[config.mk]
export PLATFORM = sky130hd
export DESIGN_NAME = alu_arbiter
export DESIGN_NICKNAME = d
export VERILOG_FILES = /design/src/rtl/alu_arbiter.sv
export SDC_FILE = /design/constraint.sdc
export NUM_CORES = 1
export LEC_CHECK = 0
export ABC_AREA = 1
export BUFFER_PORTS_ARGS = -buffer_cell sky130_fd_sc_hd__buf_4
export CORE_ASPECT_RATIO = 1.4
export CORE_MARGIN = 2
export CORE_UTILIZATION = 36
export DETAILED_ROUTE_END_ITERATION = 10
export HOLD_SLACK_MARGIN = 0.03
export PLACE_DENSITY_LB_ADDON = 0.12
export SKIP_LAST_GASP = 1
export SLEW_MARGIN = 20
export SYNTH_ARGS = -nofsm -noshare
export SYNTH_HDL_FRONTEND = slang
export SYNTH_SLANG_ARGS = --single-unit
[constraint.sdc]
create_clock -name clk -period 2.77 [get_ports clk]
set_clock_uncertainty 0.1 [all_clocks]
set_input_delay 0.4155 -clock clk [delete_from_list [all_inputs] [get_ports clk]]
set_output_delay 0.4155 -clock clk [all_outputs]
set_load 0.02 [all_outputs]
[src/rtl/alu_arbiter.sv]
// Two-requester round-robin front end sharing one 8-bit ALU; response tagged with requester id.
// Latency: accept at edge k, rsp_valid from edge k+1; 3 cycles per op, no pipelining.
// Backpressure: rsp_ready low holds the response stable and blocks all new requests.
module alu #(
    parameter int N = 8
) (
    input  logic [N-1:0] a,
    input  logic [N-1:0] b,
    input  logic [1:0]   alu_control,
    output logic [N-1:0] result,
    output logic         v,
    output logic         c,
    output logic         neg,
    output logic         z
);
    logic         sub;
    logic [N-1:0] b_m;
    logic [N:0]   sum_ext;
    logic         carry_into_msb;

    always_comb begin
        sub     = (alu_control == 2'b01);
        b_m     = sub ? ~b : b;
        sum_ext = {1'b0, a} + {1'b0, b_m} + {{N{1'b0}}, sub};
        // carry into the MSB recovered from the MSB sum bit and its two addends
        carry_into_msb = sum_ext[N-1] ^ a[N-1] ^ b_m[N-1];
        c   = sum_ext[N];
        v   = sum_ext[N] ^ carry_into_msb;
        neg = sum_ext[N-1];
        z   = (sum_ext[N-1:0] == '0);
        case (alu_control)
            2'b10:   result = a & b;
            2'b11:   result = a | b;
            default: result = sum_ext[N-1:0];
        endcase
    end
endmodule

module alu_arbiter #(
    parameter int N = 8
) (
    input  logic         clk,
    input  logic         reset_n,
    input  logic [1:0]   req_valid,
    output logic [1:0]   req_ready,
    input  logic [N-1:0] A0,
    input  logic [N-1:0] B0,
    input  logic [1:0]   ALUControl0,
    input  logic [N-1:0] A1,
    input  logic [N-1:0] B1,
    input  logic [1:0]   ALUControl1,
    output logic         rsp_valid,
    input  logic         rsp_ready,
    output logic         rsp_id,
    output logic [N-1:0] Result,
    output logic         V,
    output logic         C,
    output logic         Neg,
    output logic         Z
);
    typedef enum logic [1:0] {
        IDLE = 2'd0,
        EXEC = 2'd1,
        RESP = 2'd2
    } state_t;

    state_t       state_q, state_d;
    logic         last_grant_q, last_grant_d;
    logic         id_q, id_d;
    logic [N-1:0] op_a_q, op_a_d;
    logic [N-1:0] op_b_q, op_b_d;
    logic [1:0]   op_ctl_q, op_ctl_d;
    logic         rsp_valid_q, rsp_valid_d;
    logic         rsp_id_q, rsp_id_d;
    logic [N-1:0] result_q, result_d;
    logic         v_q, v_d, c_q, c_d, neg_q, neg_d, z_q, z_d;

    logic         grant;
    logic [1:0]   req_ready_c;
    logic [N-1:0] alu_result;
    logic         alu_v, alu_c, alu_neg, alu_z;

    alu #(.N(N)) u_alu (
        .a           (op_a_q),
        .b           (op_b_q),
        .alu_control (op_ctl_q),
        .result      (alu_result),
        .v           (alu_v),
        .c           (alu_c),
        .neg         (alu_neg),
        .z           (alu_z)
    );

    always_comb begin
        state_d      = state_q;
        last_grant_d = last_grant_q;
        id_d         = id_q;
        op_a_d       = op_a_q;
        op_b_d       = op_b_q;
        op_ctl_d     = op_ctl_q;
        rsp_valid_d  = rsp_valid_q;
        rsp_id_d     = rsp_id_q;
        result_d     = result_q;
        v_d          = v_q;
        c_d          = c_q;
        neg_d        = neg_q;
        z_d          = z_q;
        req_ready_c  = 2'b00;
        grant        = 1'b0;

        case (state_q)
            IDLE: begin
                if (req_valid == 2'b01)      grant = 1'b0;
                else if (req_valid == 2'b10) grant = 1'b1;
                else                         grant = ~last_grant_q;
                // the granted requester is always valid here, so ready implies handshake
                if (|req_valid) begin
                    req_ready_c = grant ? 2'b10 : 2'b01;
                    id_d        = grant;
                    op_a_d      = grant ? A1 : A0;
                    op_b_d      = grant ? B1 : B0;
                    op_ctl_d    = grant ? ALUControl1 : ALUControl0;
                    state_d     = EXEC;
                end
            end
            EXEC: begin
                result_d    = alu_result;
                v_d         = alu_v;
                c_d         = alu_c;
                neg_d       = alu_neg;
                z_d         = alu_z;
                rsp_id_d    = id_q;
                rsp_valid_d = 1'b1;
                state_d     = RESP;
            end
            RESP: begin
                if (rsp_ready) begin
                    rsp_valid_d  = 1'b0;
                    last_grant_d = id_q;
                    state_d      = IDLE;
                end
            end
            default: state_d = IDLE;
        endcase
    end

    always_ff @(posedge clk) begin
        if (!reset_n) begin
            state_q      <= IDLE;
            last_grant_q <= 1'b1;
            id_q         <= 1'b0;
            op_a_q       <= '0;
            op_b_q       <= '0;
            op_ctl_q     <= 2'b00;
            rsp_valid_q  <= 1'b0;
            rsp_id_q     <= 1'b0;
            result_q     <= '0;
            v_q          <= 1'b0;
            c_q          <= 1'b0;
            neg_q        <= 1'b0;
            z_q          <= 1'b0;
        end else begin
            state_q      <= state_d;
            last_grant_q <= last_grant_d;
            id_q         <= id_d;
            op_a_q       <= op_a_d;
            op_b_q       <= op_b_d;
            op_ctl_q     <= op_ctl_d;
            rsp_valid_q  <= rsp_valid_d;
            rsp_id_q     <= rsp_id_d;
            result_q     <= result_d;
            v_q          <= v_d;
            c_q          <= c_d;
            neg_q        <= neg_d;
            z_q          <= z_d;
        end
    end

    // no grant is offered while reset is held, even though IDLE is combinational
    assign req_ready = reset_n ? req_ready_c : 2'b00;
    assign rsp_valid = rsp_valid_q;
    assign rsp_id    = rsp_id_q;
    assign Result    = result_q;
    assign V         = v_q;
    assign C         = c_q;
    assign Neg       = neg_q;
    assign Z         = z_q;
endmodule

=== After elaboration in Yosys (flattened, before gate mapping) ===
Cells that the tools add are included.

* Logic and storage cells: 56
* Output and inout port bits: 16
* Memories kept: 0
* Bits in read-only memories: 0
* Latch bits: 0
* Memory bits (writable): 0
* Register bits: 36
* Input port bits: 41

* Shift operators: 0
* Bitwise logic cells: 7
* Magnitude comparators: 0
* Reductions and logical operators: 8
* $mul: 0
* Div/mod/pow operators: 0
* Add/subtract/negate cells: 2
* Eq/ne operators: 9
* Mux-type cells: 17

{| class="wikitable"
|+ Operators with widths
! cell !! count
|-
| two-way mux 8 bit || 3
|-
| case mux 8 bit (2 select lines) || 1
|-
| two-way mux 2 bit || 7
|-
| adder 8 x 8 -> 9 bit || 1
|-
| adder 9 x 1 -> 9 bit || 1
|-
| AND 8 bit || 1
|-
| equality test 2 bit (second input constant) || 4
|-
| logical NOT 8 bit || 1
|-
| NOT 8 bit || 1
|-
| OR 8 bit || 1
|-
| AND reduction 2 bit || 4
|-
| equality test 2 x 1 -> 1 bit (second input constant) || 3
|-
| case mux 2 bit (3 select lines) || 1
|-
| two-way mux 1 bit || 4
|-
| inequality test 2 bit (second input constant) || 2
|-
| bitwise XOR 1 bit || 3
|-
| logical NOT 2 bit || 1
|-
| case mux 1 bit (2 select lines) || 1
|-
| nonzero test 2 bit || 1
|-
| OR reduction 2 bit || 1
|-
| NOT 1 bit || 1
|}

=== Depth between registers and ports, before layout ===
* Depth in word-level cells: 8
* Gate-level depth with buffers: 18

=== By module ===
From an unflattened synthesis, not the netlist that was laid out.

* Cell total of the unflattened synthesis: 359
* Area, all modules: 2438.6 um^2

{| class="wikitable"
|+ Modules (own cells, without submodules)
! module !! seq. area each (um^2) !! times used !! cells each !! area an instance (um^2)
|-
| alu_arbiter || 720.7 || 1 || 233 || 1629.1
|-
| alu || 0.0 || 1 || 126 || 809.5
|}

=== Worst setup path before layout ===
OpenSTA, ideal clock, no wires.

* Path kind: reg2reg
* Start: register op_ctl_q[1]
* End: register z_q (netlist: Z)
* Cell stages (with the launch flop): 15
* Data required time: 2.605 ns
* Period minus slack after synthesis: 2.096 ns
* Buffers on the path: 0
* Arrival time: 1.930 ns
* Path slack: 0.674 ns
* Cells stage by stage: dfxtp_1 > inv_2 > nand2_8 > xor2_1 > fa_1 > inv_1 > nand3_1 > nand2_1 > xnor2_1 > nand3_1 > nor2_1 > nand3_1 > nor2_1 > nor2_1 > nor2_1

* Cells in the longest elaborated chain, start to end: 5

{| class="wikitable"
|+ Ends and longest elaborated chain
! item !! line !! source
|-
| start, declared || 72 || <nowiki>logic [1:0] op_ctl_q, op_ctl_d;</nowiki>
|-
| start signal, assigned || 168 || <nowiki>op_ctl_q <= op_ctl_d;</nowiki>
|-
| equality test 2 x 1 -> 1 bit (*) || 22 || <nowiki>sub = (alu_control == 2'b01);</nowiki>
|-
| two-way mux 8 bit || 23 || <nowiki>b_m = sub ? ~b : b;</nowiki>
|-
| adder 8 x 8 -> 9 bit || 24 || <nowiki>sum_ext = {1'b0, a} + {1'b0, b_m} + {{N{1'b0}}, sub};</nowiki>
|-
| adder 9 x 1 -> 9 bit (*) || 24 ||
|-
| logical NOT 8 bit (*) || 30 || <nowiki>z = (sum_ext[N-1:0] == '0);</nowiki>
|-
| end signal, assigned || 175 || <nowiki>z_q <= z_d;</nowiki>
|-
| end, declared || 76 || <nowiki>logic v_q, v_d, c_q, c_d, neg_q, neg_d, z_q, z_d;</nowiki>
|}

Every way passes the cells marked *; elsewhere a longest branch is shown, timed or not.
A chain may end at the register's enable or synchronous reset.

=== Worst setup path after layout ===
Ends and elaborated chain as after synthesis.

==> results.py <==
metrics = {
    "layout": {
        "fillers": 616,
        "fin_cells": 425,
        "final_nets": 405,
        "final_util_pct": 47.1,
        "antenna_cells": 0,
        "area_delta_synth_final_pct": 27.3,
        "drive_gt1_share_pct": 25.6,
    },
    "yosys": {
        "synth.avg_cell_area_um2": 7.28,
        "synth_edf_count": 0,
        "syn_inst": 296,
        "ys_seq_area_share_pct": 33.4,
        "synth_common_cells": "nand2_1 (55), nor2_1 (39), dfxtp_1 (36), inv_1 (33), a31oi_1 (18)",
        "synth-warning-count": 0,
        "synth-seq-cells": 36,
        "yosysMostFrequentCell": "nand2_1",
        "post-synth-top-area-fraction_pct": 33.4,
        "synth_cell_types": 41,
        "netlist_area_um2": 2150,
        "synth-main-ff-cell": "dfxtp_1",
        "synth_fp_nets": 347,
        "yosys.area.top_type": "dfxtp_1",
        "synth_area_leaders": "dfxtp_1 (33%), nand2_1 (9.6%), nor2_1 (6.8%)",
        "async_reset_ff_share_pct": 0,
    },
    "job": {
        "cap_viol_max_count": 0,
    },
    "die": {
        "die_w_um": 69.4,
        "ios": 57,
        "coreArea_um2": 5820,
        "start_util_pct": 37.0,
        "rows": 33,
        "die_area_um2": 6630,
        "die_height_um": 95.5,
    },
    "route": {
        "maxUsedRoutingLayer": "met4",
        "viasPerCell": 5.00,
        "first_iter_violations": 56,
        "wl_met3_um": 255,
        "wl_met2_um": 2750,
        "met1_length_um": 2560,
        "wl_um": 5660,
        "via_count": 2124,
        "drc": 0,
        "wl_per_cell_um": 13.3,
        "antenna_left": 0,
        "drtPass1Iterations": 4,
    },
    "power_and_ir_drop": {
        "power_mw": 1.58,
        "p_clk_share_pct": 25.7,
        "ir_worst_vdd_mv": 0.396,
        "comb_power_share_pct": 35.3,
        "p_sw_uw": 580,
        "power_leakage_nw": 1.27,
        "sequentialPowerShare_pct": 38.9,
        "power_density_nw_per_um2": 575,
        "swShare_pct": 36.8,
        "intPower_uw": 997,
    },
    "critical_path": {
        "end_kind": "flop",
        "crit_fanout": 8,
        "worst_path_max_delay_cell": "dfxtp_1",
        "slowest_delay_ns": 0.36,
        "cp.buffers_inverters": 1,
        "crit_top_cell": "nor2_1",
        "crit_arrival_ns": 2.52,
        "crit_chain": "inv_2, nand2_8, xor2_1, ha_1, a21oi_2, nand2_1, xnor2_1, nand3_1, nor2_1, nand3_1, nor2_1, nor2_1, nor2_1",
        "setup.worst_path.class": "reg2reg",
        "crit_required_ns": 2.90,
        "cp-start-kind": "flop",
        "cp_top_family": "simple AND/OR/NAND/NOR gates",
    },
    "sta": {
        "slew_viol_final": 0,
        "min_period_ns": 2.39,
        "worst_pin_slew_ns": 0.543,
        "max_freq_ghz": 0.419,
        "setup_viol": 0,
        "relSlewSlack_pct": 63.7,
        "fin_tns_setup_ns": 0,
        "rsz0062_at_grt": "false",
        "finalCritPeriodShare_pct": 86.2,
        "hold_viol_final": 0,
    },
    "clock_network": {
        "cts_root_buf": "clkbuf_8",
        "cts_buffers": 5,
        "cts_setup_buffers": 0,
        "ctsResizeCount": 0,
        "htree_levels": 2,
        "clock_sinks": 36,
        "cts_max_path_buffers": 2,
        "hold_buffers": 0,
        "clkTransAtPathRegs_ns": 0.08,
        "insertion_delay_ns": 0.29,
        "cts_tree": "yes",
    },
    "placement": {
        "dp_hpwl_um": 4490,
        "routabilityCongestion": 0.869,
        "port_buffers": 56,
        "dp.cells": 417,
    },
    "min_path": {
        "hold_class": "in2reg",
    },
    "global_route": {
        "antenna_found_initial": 0,
        "grt_max_degree": 24,
        "grt_pass1_wl_um": 9360,
        "grt_pass1_vias": 2064,
        "grt_overflow_total": 0,
        "grt_usage_pct": 17.7,
    },
    "status": {
        "outcome": "completed",
    },
}
## power groups by stage
stage	sequential (mW)	combinational [mW]	clock [mW]
finish	0.614	0.557	0.406
global route	0.623	0.631	0.437
CTS	0.614	0.564	0.417
detailed placement	0.626	0.560	0
global placement	0.624	0.567	0
floorplan	0.642	0.363	0
## routing by layer
layer  GRT usage (%)  up-vias
li1                -     1104
met3            2.54        7
met4            5.72        0
met2            32.3       55
met5               0        -
met1            21.4      958
## kinds of logic after synthesis
kind of cell | count (synthesis) | synth area share, %
buf+inv | 47 | 8.65
fa+ha+maj | 10 | 6.16
compound gates | 65 | 20.4
simple gates | 128 | 26.9
xor+xnor | 10 | 4.41
flops | 36 | 33.4
## final cells by class
| class | count | area, µm² | area share [%] |
|---|---|---|---|
| multi-input cells | 213 | 1250 | 45.5 |
| flip-flops and latches | 36 | 721 | 26.3 |
| repair buffers | 59 | 443 | 16.1 |
| inverters | 39 | 146 | 5.34 |
| well taps | 70 | 87.6 | 3.19 |
| clock buffers | 6 | 82.6 | 3.01 |
| clock inverters | 2 | 15.0 | 0.547 |
## stage by stage
stage / hold slack, ns / setup slack, ns / area, µm²
2_1_floorplan: 0.350 / 0.674 / 2150
3_3_place_gp: 0.356 / 0.401 / 2650
3_5_place_dp: 0.374 / 0.396 / 2650
4_1_cts: 0.264 / 0.366 / 2740
5_1_grt: 0.270 / 0.112 / 2740
6_report: 0.268 / 0.382 / 2740
## flip-flops by register name, indices dropped and copies added, names as in the netlist
| register | cells |
|---|---|
| Result | 8 |
| op_a_q | 8 |
| op_b_q | 8 |
| op_ctl_q | 2 |
| state_q | 2 |
| C | 1 |
| Neg | 1 |
| V | 1 |
| Z | 1 |
| id_q | 1 |
| last_grant_q | 1 |
| rsp_id | 1 |
| rsp_valid | 1 |
## path summary, 6_finish.rpt
check	cells past startpoint	to	slack [ns]	start
min reg2reg	2	rsp_valid	0.38	rsp_valid
min	3	op_a_q[3]	0.27	A1[3]
max reg2reg	13	Z	0.38	op_ctl_q[1]
max	13	Z	0.38	op_ctl_q[1]
## worst min-delay path, cell delays in order
cell and delay, ns:
buf_4 0.08, a221oi_1 0.06, nor2_1 0.07
## cell usage in the layout (no fill, tap or decap), types with 2 or more instances in the layout
| cell | instances |
|---|---|
| a21oi_1 | 14 |
| a221oi_1 | 8 |
| a31oi_1 | 18 |
| buf_4 | 59 |
| clkbuf_8 | 6 |
| clkinvlp_4 | 2 |
| dfxtp_1 | 36 |
| ha_1 | 9 |
| inv_1 | 33 |
| inv_2 | 5 |
| nand2_1 | 55 |
| nand2_2 | 7 |
| nand3_1 | 14 |
| nand3_2 | 2 |
| nand3b_1 | 2 |
| nand4_1 | 2 |
| nor2_1 | 39 |
| nor3_1 | 2 |
| o211ai_1 | 4 |
| o21ai_0 | 9 |
| o21bai_1 | 2 |
| xnor2_1 | 2 |
| xor2_1 | 7 |
No activity file was read; power rests on OpenSTA's default activity.
